<file path="src/rtl/ulpi_reg_arbiter.sv">
// ulpi_reg_arbiter: shares the ULPI register-access port between N_REQ
// requesters. It grants requesters round-robin and runs one register
// transaction at a time. An access that gets no reg_rdy within TIMEOUT
// cycles is aborted. Read data and the completion pulse go back to the
// requester that was granted.
module ulpi_reg_arbiter #(
    parameter int N_REQ   = 3,
    parameter int TIMEOUT = 255
) (
    input  logic               clk,
    input  logic               rst,
    input  logic [N_REQ-1:0]   req_en,
    input  logic [N_REQ-1:0]   req_we,
    input  logic [8*N_REQ-1:0] req_addr,
    input  logic [8*N_REQ-1:0] req_din,
    output logic [N_REQ-1:0]   req_rdy,
    output logic [7:0]         req_dout,
    output logic               req_err,
    output logic               busy,
    output logic               reg_en,
    input  logic               reg_rdy,
    output logic               reg_we,
    output logic [7:0]         reg_addr,
    output logic [7:0]         reg_din,
    input  logic [7:0]         reg_dout
);

    localparam int PW = (N_REQ > 1) ? $clog2(N_REQ) : 1;
    localparam int CW = (TIMEOUT > 1) ? $clog2(TIMEOUT + 1) : 1;
    localparam logic [PW-1:0] LAST_IDX = PW'(N_REQ - 1);
    localparam logic [CW-1:0] CNT_LAST = CW'(TIMEOUT - 1);

    typedef enum logic [1:0] {
        IDLE = 2'd0,
        BUSY = 2'd1,
        RESP = 2'd2
    } state_t;

    state_t           state_q, state_d;
    logic [PW-1:0]    ptr_q, ptr_d;
    logic [PW-1:0]    g_q, g_d;
    logic [CW-1:0]    cnt_q, cnt_d;
    logic             reg_en_q, reg_en_d;
    logic             reg_we_q, reg_we_d;
    logic [7:0]       reg_addr_q, reg_addr_d;
    logic [7:0]       reg_din_q, reg_din_d;
    logic [N_REQ-1:0] req_rdy_q, req_rdy_d;
    logic [7:0]       req_dout_q, req_dout_d;
    logic             req_err_q, req_err_d;
    logic             busy_q, busy_d;

    logic             found;
    logic [PW-1:0]    win;
    logic             sel_we;
    logic [7:0]       sel_addr;
    logic [7:0]       sel_din;

    // Round-robin search: the first active request from ptr upward, with wrap-around.
    always_comb begin
        int            sum;
        logic [PW-1:0] cand;
        found = 1'b0;
        win   = '0;
        sum   = 0;
        cand  = '0;
        for (int i = 0; i < N_REQ; i++) begin
            sum = int'(ptr_q) + i;
            if (sum >= N_REQ) begin
                sum = sum - N_REQ;
            end
            cand = PW'(sum);
            if (!found && req_en[cand]) begin
                found = 1'b1;
                win   = cand;
            end
        end
    end

    // Pick the winner's access fields so they can be latched on grant.
    always_comb begin
        sel_we   = req_we[win];
        sel_addr = '0;
        sel_din  = '0;
        for (int i = 0; i < N_REQ; i++) begin
            if (win == PW'(i)) begin
                sel_addr = req_addr[8*i +: 8];
                sel_din  = req_din[8*i +: 8];
            end
        end
    end

    // Next-state logic for the FSM and all registered outputs.
    always_comb begin
        state_d    = state_q;
        ptr_d      = ptr_q;
        g_d        = g_q;
        cnt_d      = cnt_q;
        reg_we_d   = reg_we_q;
        reg_addr_d = reg_addr_q;
        reg_din_d  = reg_din_q;
        req_dout_d = req_dout_q;
        req_err_d  = req_err_q;
        req_rdy_d  = '0;

        case (state_q)
            IDLE: begin
                if (found) begin
                    state_d    = BUSY;
                    g_d        = win;
                    ptr_d      = (win == LAST_IDX) ? '0 : win + 1'b1;
                    reg_we_d   = sel_we;
                    reg_addr_d = sel_addr;
                    reg_din_d  = sel_din;
                    cnt_d      = '0;
                end
            end
            BUSY: begin
                // reg_rdy takes priority over a timeout that falls in the same cycle
                if (reg_rdy) begin
                    state_d         = RESP;
                    req_dout_d      = reg_dout;
                    req_err_d       = 1'b0;
                    req_rdy_d[g_q]  = 1'b1;
                end else if (cnt_q == CNT_LAST) begin
                    state_d         = RESP;
                    req_dout_d      = '0;
                    req_err_d       = 1'b1;
                    req_rdy_d[g_q]  = 1'b1;
                end else begin
                    cnt_d = cnt_q + 1'b1;
                end
            end
            RESP: begin
                state_d = IDLE;
            end
            default: begin
                state_d = IDLE;
            end
        endcase

        reg_en_d = (state_d == BUSY);
        busy_d   = (state_d != IDLE);
    end

    // State and output registers; reset abandons any in-flight access.
    always_ff @(posedge clk or negedge rst) begin
        if (!rst) begin
            state_q    <= IDLE;
            ptr_q      <= '0;
            g_q        <= '0;
            cnt_q      <= '0;
            reg_en_q   <= 1'b0;
            reg_we_q   <= 1'b0;
            reg_addr_q <= '0;
            reg_din_q  <= '0;
            req_rdy_q  <= '0;
            req_dout_q <= '0;
            req_err_q  <= 1'b0;
            busy_q     <= 1'b0;
        end else begin
            state_q    <= state_d;
            ptr_q      <= ptr_d;
            g_q        <= g_d;
            cnt_q      <= cnt_d;
            reg_en_q   <= reg_en_d;
            reg_we_q   <= reg_we_d;
            reg_addr_q <= reg_addr_d;
            reg_din_q  <= reg_din_d;
            req_rdy_q  <= req_rdy_d;
            req_dout_q <= req_dout_d;
            req_err_q  <= req_err_d;
            busy_q     <= busy_d;
        end
    end

    assign reg_en   = reg_en_q;
    assign reg_we   = reg_we_q;
    assign reg_addr = reg_addr_q;
    assign reg_din  = reg_din_q;
    assign req_rdy  = req_rdy_q;
    assign req_dout = req_dout_q;
    assign req_err  = req_err_q;
    assign busy     = busy_q;

endmodule

</file>
<file path="config.mk">
export PLATFORM = sky130hd
export DESIGN_NAME = ulpi_reg_arbiter
export DESIGN_NICKNAME = d
export VERILOG_FILES = /design/src/rtl/ulpi_reg_arbiter.sv
export SDC_FILE = /design/constraint.sdc
export NUM_CORES = 1
export LEC_CHECK = 0
export BUFFER_PORTS_ARGS = -buffer_cell sky130_fd_sc_hd__buf_4
export CAP_MARGIN = 25
export CORE_MARGIN = 5
export CORE_UTILIZATION = 50
export CTS_BUF_LIST = sky130_fd_sc_hd__clkbuf_8
export CTS_CLUSTER_DIAMETER = 40
export DETAILED_ROUTE_END_ITERATION = 12
export PLACE_DENSITY_LB_ADDON = 0.12
export SKIP_CTS_REPAIR_TIMING = 1
export SKIP_LAST_GASP = 1
export SYNTH_ARGS = -nofsm -noshare
export SYNTH_HDL_FRONTEND = slang
export SYNTH_SLANG_ARGS = --single-unit
export TNS_END_PERCENT = 1
</file>
<file path="constraint.sdc">
create_clock -name clk -period 3.1 [get_ports clk]
set_clock_uncertainty 0.1 [all_clocks]
set_input_delay 0.31 -clock clk [delete_from_list [all_inputs] [get_ports clk]]
set_output_delay 0.31 -clock clk [all_outputs]
set_load 0.02 [all_outputs]
</file>
# Yosys cells after proc, flatten, opt, wreduce, memory -nomap -nowiden

Cells that the tools add are included.

Latch bits: 0
Bits in read-only memories: 0
Register bits: 45
Memories: 0
Bits in writable memories: 0
Input bits: 65
Logic and storage cells: 90
Output and inout port bits: 31

Add/subtract/negate cells: 7
$lt $le $gt $ge: 9
Reductions and logical operators: 13
Divide/modulo/power cells: 0
Multiply operators: 0
Shift-type cells: 0
Equality and inequality tests: 8
Bitwise logic cells: 0
Multiplexer cells: 41

Operators with widths:

| kind                | number |
|---|---|
| $mux 8              | 11 |
| $mux 2              | 10 |
| $pmux 8 s2          | 1 |
| $lt 2x3->1 const B  | 5 |
| $mux 1              | 10 |
| $mux 3              | 3 |
| $add 8x1->8 const B | 1 |
| $bmux 1 s2          | 4 |
| $eq 8x8->1 const B  | 1 |
| $eq 2x1->1 const B  | 3 |
| $ge 3x2->1 const B  | 2 |
| $ne 2x2->1 const B  | 3 |
| $reduce_bool 2->1   | 3 |
| $sub 2x2->2 const B | 3 |
| $logic_not 2->1     | 2 |
| $pmux 2 s2          | 1 |
| $reduce_and 2->1    | 2 |
| $reduce_and 4->1    | 1 |
| $add 2x1->3 const B | 1 |
| $add 2x2->3 const B | 1 |
| $logic_and 1x1->1   | 3 |
| $add 2x1->2 const B | 1 |
| $demux 1 s2         | 1 |
| $eq 2x2->1 const B  | 1 |
| other kinds (3)     | 4 |

# Logic depth before layout (Yosys ltp)

Word-level depth: 15
Depth in mapped cells: 9
Gate-level depth less buffers: 7

# Least setup slack after synthesis

OpenSTA, ideal clock, no wires.

Path type: register to register
From: reg ptr_q[0]
To: reg reg_addr_q[0], in the netlist reg_addr[0]
Stages on the path, launching flop included: 10
Slack: 910 ps
Arrival time: 1963 ps
Buffers on the path: 2
Path through: dfrtp_1 inv_1 ha_1 buf_6 mux2i_1 o221a_4 a32oi_4 buf_6 mux2i_1 o211ai_2

Longest elaborated chain between the ends: 15
Elaborated cells on any way between the ends: 34
Classes of those cells: add/sub (5); order compare (3); eq/ne (2); mux (18); reduce/logical (6)

Ends and longest elaborated chain:

| what                                                                 | RTL line | RTL |
|---|---|---|
| start: declaration                                                   | 40       | `logic [PW-1:0] ptr_q, ptr_d;` |
| start signal: assignment                                             | 162      | `ptr_q <= ptr_d;` |
| parallel branches: the longest is 15 deep, another holds $add 2x1->3 | -        |  |
| end signal: assignment                                               | 167      | `reg_addr_q <= reg_addr_d;` |
| end: declaration                                                     | 45       | `logic [7:0] reg_addr_q, reg_addr_d;` |

Parallel ways; which one is timed is not known. The select of a mux whose other input is x is not followed.
A chain may end at the register's enable or synchronous reset.

# Final worst setup path

From: reg ptr_q[0]
To: reg cnt_q[1]

Longest elaborated chain between the ends: 13
Elaborated cells on any way between the ends: 26
Classes of those cells: add/sub (5); order compare (3); eq/ne (1); mux (12); reduce/logical (5)

Ends and longest elaborated chain:

| what                                                                 | RTL line | RTL |
|---|---|---|
| parallel branches: the longest is 10 deep, another holds $add 2x1->3 | -        |  |
| $mux 1 (*)                                                           | 72       | `if (!found && req_en[cand]) begin` |
| $ne 2x2->1 (no line) (*)                                             | -        |  |
| $reduce_and 4->1 (no line) (*)                                       | -        |  |
| end signal: assignment                                               | 164      | `cnt_q <= cnt_d;` |
| end: declaration                                                     | 42       | `logic [CW-1:0] cnt_q, cnt_d;` |

Every way passes the cells marked *. The select of a mux whose other input is x is not followed.

==> impl_results.md <==
- CP Data Arrival Time: ~2.7 ns
- Syn Nets: ~300
- Site row count: 25
- Yosys Warn Count: 0
- Port Buffers: 95
- R2R depth: 8
- Mapped Area: around 2400 um^2
- Final TNS setup: 0 ns
- Ys flop type: dfrtp_1
- Area grow syn2layout: 35.21%
- Number of vias per cell: between 5 and 6
- Peak supply drop: around 0.67 mV
- GPL Wtd Cong: 0.8667
- Cell family with most CP delay: compound AO/OA/AOI/OAI gates
- Die Footprint: about 6300 um^2
- Crit share post-route: between 80% and 90%
- Slew margin rel.: about two fifths
- Syn_area_per_cell: 10.77 um^2
- Hold/Removal Path Class: input pin to flop
- Fraction of layout cells with a size suffix above 1: between 30% and 40%
- Final global-route overflow total: 0
- Status: finished clean
- RR Endpoint: cnt_q[1]
- R2r startpoint: ptr_q[0]
- Worst Setup Start Kind: flop
- Core area: 4692 um^2
- Post-Syn Instances: 223
- P_sw: about 1.5 mW
- First-pass GRT wire length: 10040 um
- Maxcap violations: 0
- Die Wd: 79.32 um
- Worst-path clk slew: around 0.1 ns
- H-tree Lvls: 2
- Final hold vios: 0
- Via count: 2072
- IO Pins: 96
- Slowest-stage cell, CP: a211o_1
- CTS sink cnt: 45
- Max-slew violation total from the final report: 0
- DRT Pass-1 Iters: 4
- Worst path buffer plus inverter count: 2
- Crit path required time: about 3.2 ns
- LEAKAGE: about 1.6 nW
- Antenna diode instance count: 0
- Routed Antenna Nets: 0
- Initial Utilization: approximately half
- Switching share of power: between 40 and 50%
- Final Net Count: around 400
- Most common cell after layout, fill and taps aside: buf_4
- Post-DP HPWL: between 4000 and 5000 um
- Initial DRC count: 92
- Final core utilization: between 60 and 70%
- Clk_lat worst skew: around 0.30 ns
- Max FO, Critical Path: 21
- Worst Max-Slew Pin Slew: ~0.86 ns
- Vias in the first global route: 2201
- PD cells: 1034 nW/um^2
- Max clock buf depth: 2
- Critical path type: flop to flop
- Synth area leaders: dfrtp_1, mux2i_1, o211ai_2, nand2_1, ha_1
- Crit path from: ptr_q[0]
- CP endpoint kind: flop
- Commonest non-fill, non-tap cells in the layout: buf_4, dfrtp_1, nand2_1, mux2i_1, nand3_1
- Logic pwr share: around three fifths
- Critical path's largest stage delay: roughly 0.59 ns
- Number of CTS-inserted buffers: 5
- Async set-reset flop share out of synthesis: 100.0%
- Tmin final: roughly 2.6 ns
- Worst path depth: 8
- Internal power: about 1.9 mW
- Seq pwr share: slightly below 30%
- Final hold slack: 0.1160 ns
- Wirelength, routed: around 6000 um
- Routed length per placed instance: 15.70 um
- All-Layer GR Usage: about a fifth
- CTS tree: done
- Clock share of power: between 10% and 20%
- CP endpoint: cnt_q[1]
- Largest net degree at the start of global routing: between 40 and 50
- Largest area contributor in the netlist: dfrtp_1
- Initial antenna violation count: 0
- RSZ-0062 raised after global routing: false
- Synth cell types: 43
- Final setup vio count: 0
- F_max: 0.3852 GHz
- Reg2reg setup slack: 0.50 ns
- Sequential area share after synthesis: 46.87%
- Chip Height: 79.32 um
- EDFF count, synth: 0
- DRC: 0
- Yosys reg bits: between 40 and 50
- CTS root buf: clkbuf_8
- CP Cell Sequence: inv_1 > ha_1 > mux2i_1 > o221a_4 > a211o_1 > buf_4 > nand3_1 > o21ai_0
- Synth top area share: 46.87%
## area by class of cell
class | instances | area (um^2)
fill | 379 | 1444
timing repair buffer | 101 | 760.7
multi-input combinational | 158 | 1162
sequential | 45 | 1126
tap | 54 | 67.56
clock buffer | 5 | 68.82
inverter | 10 | 37.54
clock inverter | 3 | 25.02
## synth_stat cells, types with 3 or more instances
library cell,instances
a21oi_1,5
nand2b_1,7
mux2i_1,17
clkbuf_1,4
nor2_1,11
o21ai_0,5
nor3_1,4
xnor2_1,5
nand2_1,27
dfrtp_1,45
ha_1,6
a22o_1,8
o221ai_1,3
nor2b_1,4
nand3_1,15
o211ai_2,10
buf_6,5
inv_1,10
nand3b_1,4
## worst register-to-register path, cell delays in order, from the launching register on
cell	delay (ns)
dfrtp_1	0.41
inv_1	0.10
ha_1	0.34
mux2i_1	0.27
o221a_4	0.27
a211o_1	0.59
buf_4	0.24
nand3_1	0.08
o21ai_0	0.12
## cells by family after synthesis
| logic type | Yosys count | synth area share [%] |
|---|---|---|
| muxes | 17 | 7.083 |
| DFF | 45 | 46.87 |
| and+or+nand+nor | 82 | 17.40 |
| xor gates and xnor gates | 6 | 2.187 |
| buffers and inverters | 20 | 4.739 |
| AOI/OAI and AO/OA | 47 | 18.59 |
| adders and majority gates | 6 | 3.125 |
## how the worst min path moves through the flow
stage                           start     endpoint  slack, ns  cells after the start
after floorplan                   rst         busy      -0.09                      0
after global placement            rst     cnt_q[7]       0.25                      1
after detailed placement          rst     cnt_q[0]       0.24                      1
after CTS                         rst     cnt_q[3]      -0.09                      1
after global routing      reg_dout[4]  req_dout[4]       0.10                      2
final                     reg_dout[0]  req_dout[0]       0.12                      2
## sequential cells by signal, indices dropped and copies added, names as in the netlist, 2 cells and up
name	flops
reg_din	8
reg_addr	8
cnt_q	8
req_dout	8
req_rdy	3
g_q	2
state_q	2
ptr_q	2
## stage by stage
step	area, um^2	instances	setup WS, ns	power, mW
6_report	3248	376	0.5036	3.358
3_3_place_gp	3144	367	0.5674	2.969
4_1_cts	3238	375	0.4936	3.387
3_5_place_dp	3144	367	0.4911	3.010
5_1_grt	3248	376	0.2704	3.606
2_1_floorplan	2402	223	0.9096	2.415
## power groups by stage
stage	combinational (mW)	clock (mW)	sequential, mW
2_1_floorplan	1.23	0	1.18
3_3_place_gp	1.98	0	0.989
3_5_place_dp	2.02	0	0.991
4_1_cts	2.02	0.385	0.985
5_1_grt	2.18	0.409	1.02
6_report	2.00	0.376	0.984
## metal layers
| layer | GRT usage, % | share of wire, % | wire length, um |
|---|---|---|---|
| met1 | 25.22 | 40 | 2361 |
| met2 | 33.75 | 51 | 2987 |
| met3 | 6.009 | 8.3 | 491 |
| met4 | 4.639 | 1.1 | 63 |
| met5 | 0 | 0 | 0 |
Power figures use the tool's default switching activity.
